[config.mk]
export PLATFORM = sky130hd
export DESIGN_NAME = call_register
export DESIGN_NICKNAME = d
export VERILOG_FILES = /design/src/rtl/elevator_pkg.sv /design/src/rtl/btn_debounce.sv /design/src/rtl/call_register.sv
export SDC_FILE = /design/constraint.sdc
export NUM_CORES = 1
export LEC_CHECK = 0
export ABC_AREA = 0
export CORE_ASPECT_RATIO = 0.75
export CORE_MARGIN = 3
export CORE_UTILIZATION = 53
export DETAILED_ROUTE_END_ITERATION = 12
export GPL_TIMING_DRIVEN = 0
export PLACE_DENSITY = 0.75
export SLEW_MARGIN = 20
export SYNTH_ARGS = -nofsm -noshare
export SYNTH_HDL_FRONTEND = slang
export SYNTH_SLANG_ARGS = --single-unit
export TNS_END_PERCENT = 5
[constraint.sdc]
create_clock -name clk -period 10.1 [get_ports clk]
set_input_delay 2.02 -clock clk [delete_from_list [all_inputs] [get_ports clk]]
set_output_delay 2.02 -clock clk [all_outputs]
set_load 0.05 [all_outputs]
[src/rtl/elevator_pkg.sv]
// Shared defaults and width helper for the elevator call-handling blocks.
package elevator_pkg;

    localparam int FLOORS_DEFAULT   = 8;
    localparam int DEBOUNCE_DEFAULT = 4;

    // Bits needed to encode n distinct values (at least 1).
    function automatic int clog2(input int n);
        int w;
        w = 0;
        for (int v = n - 1; v > 0; v = v >> 1) begin
            w++;
        end
        return (w == 0) ? 1 : w;
    endfunction

endpackage

[src/rtl/btn_debounce.sv]
// One raw button: 2-flop synchroniser, stable-level debouncer and a one-cycle
// pulse on each accepted rising edge of the stable level.
module btn_debounce
    import elevator_pkg::*;
#(
    parameter int DEBOUNCE = DEBOUNCE_DEFAULT
) (
    input  logic clk,
    input  logic a_reset,
    input  logic raw,
    output logic rise
);

    localparam int CW = 8;

    logic          sync1;
    logic          sync2;
    logic          stable;
    logic [CW-1:0] cnt;
    logic          differ;
    logic          hit;

    assign differ = (sync2 != stable);
    assign hit    = differ && (cnt == CW'(DEBOUNCE - 1));

    // NOTE: state uses non-blocking assignments and an async reset so every
    // flop clears the moment a_reset rises, discarding any partial count.
    always_ff @(posedge clk or posedge a_reset) begin
        if (a_reset) begin
            sync1  <= 1'b0;
            sync2  <= 1'b0;
            stable <= 1'b0;
            cnt    <= '0;
            rise   <= 1'b0;
        end else begin
            sync1 <= raw;
            sync2 <= sync1;
            if (!differ || hit) begin
                cnt <= '0;
            end else begin
                cnt <= cnt + CW'(1);
            end
            if (hit) begin
                stable <= ~stable;
            end
            rise <= hit && !stable;
        end
    end

endmodule

[src/rtl/call_register.sv]
// Latches debounced cab and hall calls, clears them on service, and reports
// where outstanding calls lie relative to the cab.
module call_register
    import elevator_pkg::*;
#(
    parameter  int FLOORS   = FLOORS_DEFAULT,
    parameter  int DEBOUNCE = DEBOUNCE_DEFAULT,
    localparam int FLOOR_W  = clog2(FLOORS),
    localparam int CNT_W    = clog2(3 * FLOORS - 1)
) (
    input  logic               clk,
    input  logic               a_reset,
    input  logic [FLOORS-1:0]  btn_in,
    input  logic [FLOORS-2:0]  btn_up,
    input  logic [FLOORS-2:0]  btn_down,
    input  logic [FLOORS-1:0]  clr_in,
    input  logic [FLOORS-2:0]  clr_up,
    input  logic [FLOORS-2:0]  clr_down,
    input  logic [FLOOR_W-1:0] cur_floor,
    output logic [FLOORS-1:0]  active_in,
    output logic [FLOORS-2:0]  active_up,
    output logic [FLOORS-2:0]  active_down,
    output logic               req_above,
    output logic               req_below,
    output logic               req_here,
    output logic [CNT_W-1:0]   pending_cnt
);

    localparam int NB = 3 * FLOORS - 2;

    // Flat layout: {down, up, in}, matching on raw, clear and active vectors.
    logic [NB-1:0]     raw;
    logic [NB-1:0]     clr;
    logic [NB-1:0]     rise;
    logic [NB-1:0]     active;
    logic [FLOORS-1:0] floor_req;

    assign raw = {btn_down, btn_up, btn_in};
    assign clr = {clr_down, clr_up, clr_in};

    for (genvar b = 0; b < NB; b++) begin : g_btn
        btn_debounce #(.DEBOUNCE(DEBOUNCE)) u_db (
            .clk     (clk),
            .a_reset (a_reset),
            .raw     (raw[b]),
            .rise    (rise[b])
        );
    end

    // Set wins over a same-cycle clear.
    always_ff @(posedge clk or posedge a_reset) begin
        if (a_reset) begin
            active <= '0;
        end else begin
            active <= (active & ~clr) | rise;
        end
    end

    assign active_in   = active[FLOORS-1:0];
    assign active_up   = active[2*FLOORS-2:FLOORS];
    assign active_down = active[NB-1:2*FLOORS-1];

    // Up call j sits at floor j, down call j at floor j+1.
    assign floor_req = active_in | {1'b0, active_up} | {active_down, 1'b0};

    // NOTE: every combinational output gets a default before the loop so no
    // latch is inferred.
    always_comb begin
        req_above = 1'b0;
        req_below = 1'b0;
        req_here  = 1'b0;
        if (int'(cur_floor) < FLOORS) begin
            for (int f = 0; f < FLOORS; f++) begin
                if (f > int'(cur_floor)) begin
                    req_above = req_above | floor_req[f];
                end else if (f < int'(cur_floor)) begin
                    req_below = req_below | floor_req[f];
                end else begin
                    req_here = req_here | floor_req[f];
                end
            end
        end
    end

    always_comb begin
        pending_cnt = '0;
        for (int b = 0; b < NB; b++) begin
            pending_cnt = pending_cnt + CNT_W'(active[b]);
        end
    end

endmodule
==> run summary <==
=================================================================================
Result of the run .................................................. complete, no violations
Clock-pin slew on the worst setup and hold paths ...................      0.07 ns
Area contributors post-synth ....................................... sky130_fd_sc_hd__dfrtp_1 (59%), sky130_fd_sc_hd__xor2_1 (9.2%), sky130_fd_sc_hd__nor2_1 (4.9%), sky130_fd_sc_hd__nand3_1 (4.3%), sky130_fd_sc_hd__and3_1 (3.3%)
Post-synthesis net count ...........................................        1,136
Reg-to-reg startpoint .............................................. g_btn[4].u_db.cnt[0]
Syn Area/Cell ......................................................   11.7 sq um
Remaining DRCs .....................................................            0
Fraction of synthesis flops using an asynchronous set or reset pin .         100%
Slew at the pin closest to its max-slew limit ......................     0.692 ns
Most used DFF post-synth ........................................... sky130_fd_sc_hd__dfrtp_1
Layout Cell Area excl Fill ......................................... 14,300 sq um
Global-route wire length before repair .............................      37.5 mm
Number of pins with negative max-slew slack in the final report ....            0
GRT Overall Usage ..................................................        18.2%
Hold Crit Class .................................................... register to register
Root Buffer Master ................................................. sky130_fd_sc_hd__clkbuf_16
Routed wire per std cell ........................................... 14.8 microns
Max Cap Violations .................................................            0
Post-place instance area ........................................... 13,400 sq um
Total number of clock tree sinks ...................................          286
Max layer used .....................................................         met5
Arrival @ worst endpoint ...........................................      5.39 ns
Post-DP HPWL .......................................................      15.0 mm
Worst clock skew ...................................................    0.0101 ns
Required arrival time at the worst endpoint ........................      8.08 ns
Post-synthesis instance area ....................................... 12,200 sq um
Post-CTS Setup Repair Bufs .........................................            0
Final-report setup violation count .................................            0
Number of endpoints with negative hold slack in the final report ...            0
Peak fanout along the critical path ................................            4
Register-to-register setup slack ...................................      8.51 ns
Final worst-path setup slack .......................................      2.69 ns
Endpoint of the most critical setup path ........................... pending_cnt[4]
Crit path launch type ..............................................     register
Library cells used by synthesis ....................................           36
H-Tree Level Count .................................................            1
Worst slew margin ..................................................        53.5%
CTS tree ...........................................................         done
Worst skew pair latency ............................................      0.52 ns
Via/cell ratio .....................................................         5.18
Unrepaired setup endpoints after global routing ....................           no
Leading post-synthesis cells by instance count ..................... sky130_fd_sc_hd__dfrtp_1 (286), sky130_fd_sc_hd__nor2_1 (159), sky130_fd_sc_hd__xor2_1 (128), sky130_fd_sc_hd__nand3_1 (105), sky130_fd_sc_hd__and3_1 (64)
Antenna violations before repair ...................................            3
Row cnt ............................................................           47
Die width ..........................................................  181 microns
Total core area .................................................... 22,300 sq um
VDD IR-drop max ....................................................     0.168 mV
Layout-stage area growth over the synthesis result .................        17.6%
Top-count cell post-synth .......................................... sky130_fd_sc_hd__dfrtp_1
Setup crit start ...................................................    active[3]
Critical path class ................................................ register to output port
R2R cell count .....................................................            5
Last weighted congestion value of the routability-driven placer ....        0.822
Met2 WL post-DR ....................................................      9.68 mm
Die Y ..............................................................  137 microns
Met3 Routed Length .................................................      1.11 mm
Post-place setup slack .............................................      3.23 ns
Areal power density over the cells .................................  241 nW/um^2
Top-level I/O count ................................................           79
Die area ........................................................... 24,800 sq um
Aggregate global routing overflow ..................................            0
Via count ..........................................................        7,579
Count of flip-flops with a built-in enable after synthesis .........            0
DR iter-0 viols ....................................................          437
Cell accounting for the most synthesized area ...................... sky130_fd_sc_hd__dfrtp_1
Leakage power ......................................................      6.88 nW
Cts bufs inserted ..................................................           26
Number of buffers on the longest clock path ........................            3
Synthesis Warnings .................................................            0
Diode count ........................................................            0
Capture point of the worst reg-to-reg path ......................... g_btn[4].u_db.cnt[7]
Number of gates given a new drive strength after cts ...............            0
NumNets Final ......................................................        1,243
Number of global-route vias before repair ..........................        7,683
Starting Density ...................................................        54.6%
Time the worst path needs with I/O delays and setup ................      7.41 ns
Maximum number of pins on one net before global-route repair .......          107
Number of nets with antenna violations after detailed routing ......            0
Max Clock Freq .....................................................      135 MHz
Gate Count Post-Synth ..............................................        1,043
Layout cells sized above 1 .........................................        6.50%
Final critical-path share of the clock period ......................        73.3%
Type of element capturing the critical path ........................  output port
Hold-fix buffers at CTS ............................................            0
Total power ........................................................      3.45 mW
Wire length after detailed routing .................................      21.7 mm
Seq cells post-synth ...............................................          286
Sequential share of the synthesized area ...........................        58.9%
Metal1 wirelength ..................................................      10.6 mm
Detailed-router iteration count before antenna repair ..............            5
# port buffers .....................................................           77
Share of the synthesized area in the top cell type .................        58.9%
=================================================================================
## routing by layer
metal | GRT usage [%] | up-vias
met5 | 0 | -
met4 | 3.75 | 6
met3 | 3.77 | 32
met2 | 28.5 | 113
met1 | 26.7 | 3698
li1 | - | 3730
## worst max-delay path, cell delays in order, from the launching register on
cell and delay (ns):
sky130_fd_sc_hd__dfrtp_1 0.48, sky130_fd_sc_hd__fa_1 0.52, sky130_fd_sc_hd__inv_1 0.06, sky130_fd_sc_hd__fa_1 0.53, sky130_fd_sc_hd__fa_1 0.44, sky130_fd_sc_hd__fa_1 0.54
sky130_fd_sc_hd__fa_1 0.41, sky130_fd_sc_hd__inv_1 0.07, sky130_fd_sc_hd__ha_1 0.17, sky130_fd_sc_hd__inv_1 0.06, sky130_fd_sc_hd__fa_1 0.41, sky130_fd_sc_hd__nor2b_1 0.12
sky130_fd_sc_hd__o21ai_0 0.10, sky130_fd_sc_hd__nand2b_1 0.13, sky130_fd_sc_hd__clkdlybuf4s50_1 0.82
## area by class of cell
type | instances | area [sq um]
inverter | 37 | 146
buffer | 1 | 3.75
timing repair buffer | 79 | 826
multi-input combinational | 719 | 4860
tap | 294 | 368
fill | 1737 | 7990
clock inverter | 8 | 129
clock buffer | 39 | 811
sequential | 286 | 7160
## worst min path at each step
stage | from | slack [ns] | to | depth (start not counted)
after floorplan | g_btn[0].u_db.sync1 | 0.33 | g_btn[0].u_db.sync2 | 0
after global placement | g_btn[7].u_db.sync1 | 0.33 | g_btn[7].u_db.sync2 | 0
after CTS | g_btn[5].u_db.sync1 | 0.34 | g_btn[5].u_db.sync2 | 0
after global routing | g_btn[8].u_db.sync1 | 0.36 | g_btn[8].u_db.sync2 | 0
final | g_btn[5].u_db.sync1 | 0.34 | g_btn[5].u_db.sync2 | 0
after detailed placement | g_btn[10].u_db.sync1 | 0.33 | g_btn[10].u_db.sync2 | 0
## registers in the layout (all words and copies together), names as in the netlist
| name | cells |
|---|---|
| g_btn.u_db.sync1 | 22 |
| g_btn.u_db.stable | 22 |
| g_btn.u_db.cnt | 176 |
| g_btn.u_db.rise | 22 |
| g_btn.u_db.sync2 | 22 |
| active | 22 |
## cells in the final DEF, fill, tap and decap left out, types with 2 or more instances in the layout
cell type	instances
sky130_fd_sc_hd__inv_1	36
sky130_fd_sc_hd__or3_4	2
sky130_fd_sc_hd__o21bai_1	8
sky130_fd_sc_hd__dfrtp_1	286
sky130_fd_sc_hd__a21o_1	14
sky130_fd_sc_hd__mux2_2	22
sky130_fd_sc_hd__clkdlybuf4s50_1	77
sky130_fd_sc_hd__nor3b_1	23
sky130_fd_sc_hd__clkinv_4	3
sky130_fd_sc_hd__nor4b_1	20
sky130_fd_sc_hd__xnor2_1	28
sky130_fd_sc_hd__nand2_1	47
sky130_fd_sc_hd__nand2b_1	3
sky130_fd_sc_hd__clkbuf_16	27
sky130_fd_sc_hd__clkbuf_1	4
sky130_fd_sc_hd__clkbuf_8	9
sky130_fd_sc_hd__ha_1	29
sky130_fd_sc_hd__nand3_1	105
sky130_fd_sc_hd__bufinv_16	3
sky130_fd_sc_hd__o21ai_0	5
sky130_fd_sc_hd__xor2_1	128
sky130_fd_sc_hd__nor3_1	24
sky130_fd_sc_hd__and3_1	64
sky130_fd_sc_hd__a21oi_1	5
sky130_fd_sc_hd__nor2_1	159
sky130_fd_sc_hd__buf_16	2
sky130_fd_sc_hd__mux4_2	2
sky130_fd_sc_hd__fa_1	15
sky130_fd_sc_hd__nor4_1	3
## where the power goes
group / internal, mW / switching [mW] / total, mW
Sequential: 1.32 / 0.183 / 1.50
Clock: 0.632 / 0.417 / 1.05
Combinational: 0.355 / 0.545 / 0.900
## per-stage QoR
step	hold WS, ns	util (%)	instances	TNS (ns)
5_1_grt	0.357	64.2	1463	0
3_5_place_dp	0.335	59.9	1416	0
4_1_cts	0.343	64.2	1463	0
3_3_place_gp	0.332	59.7	1414	-911.69
6_report	0.343	64.2	1463	0
2_1_floorplan	0.331	-	1043	0
## cells by family after synthesis
group | share of synthesized area (%)
DFF | 58.9
AOI/OAI and AO/OA | 2.17
muxes | 2.41
adders and majority gates | 5.45
and+or+nand+nor | 18.7
buffers and inverters | 1.17
xor gates and xnor gates | 11.2
Note: power is estimated with default switching activity, not from simulation.
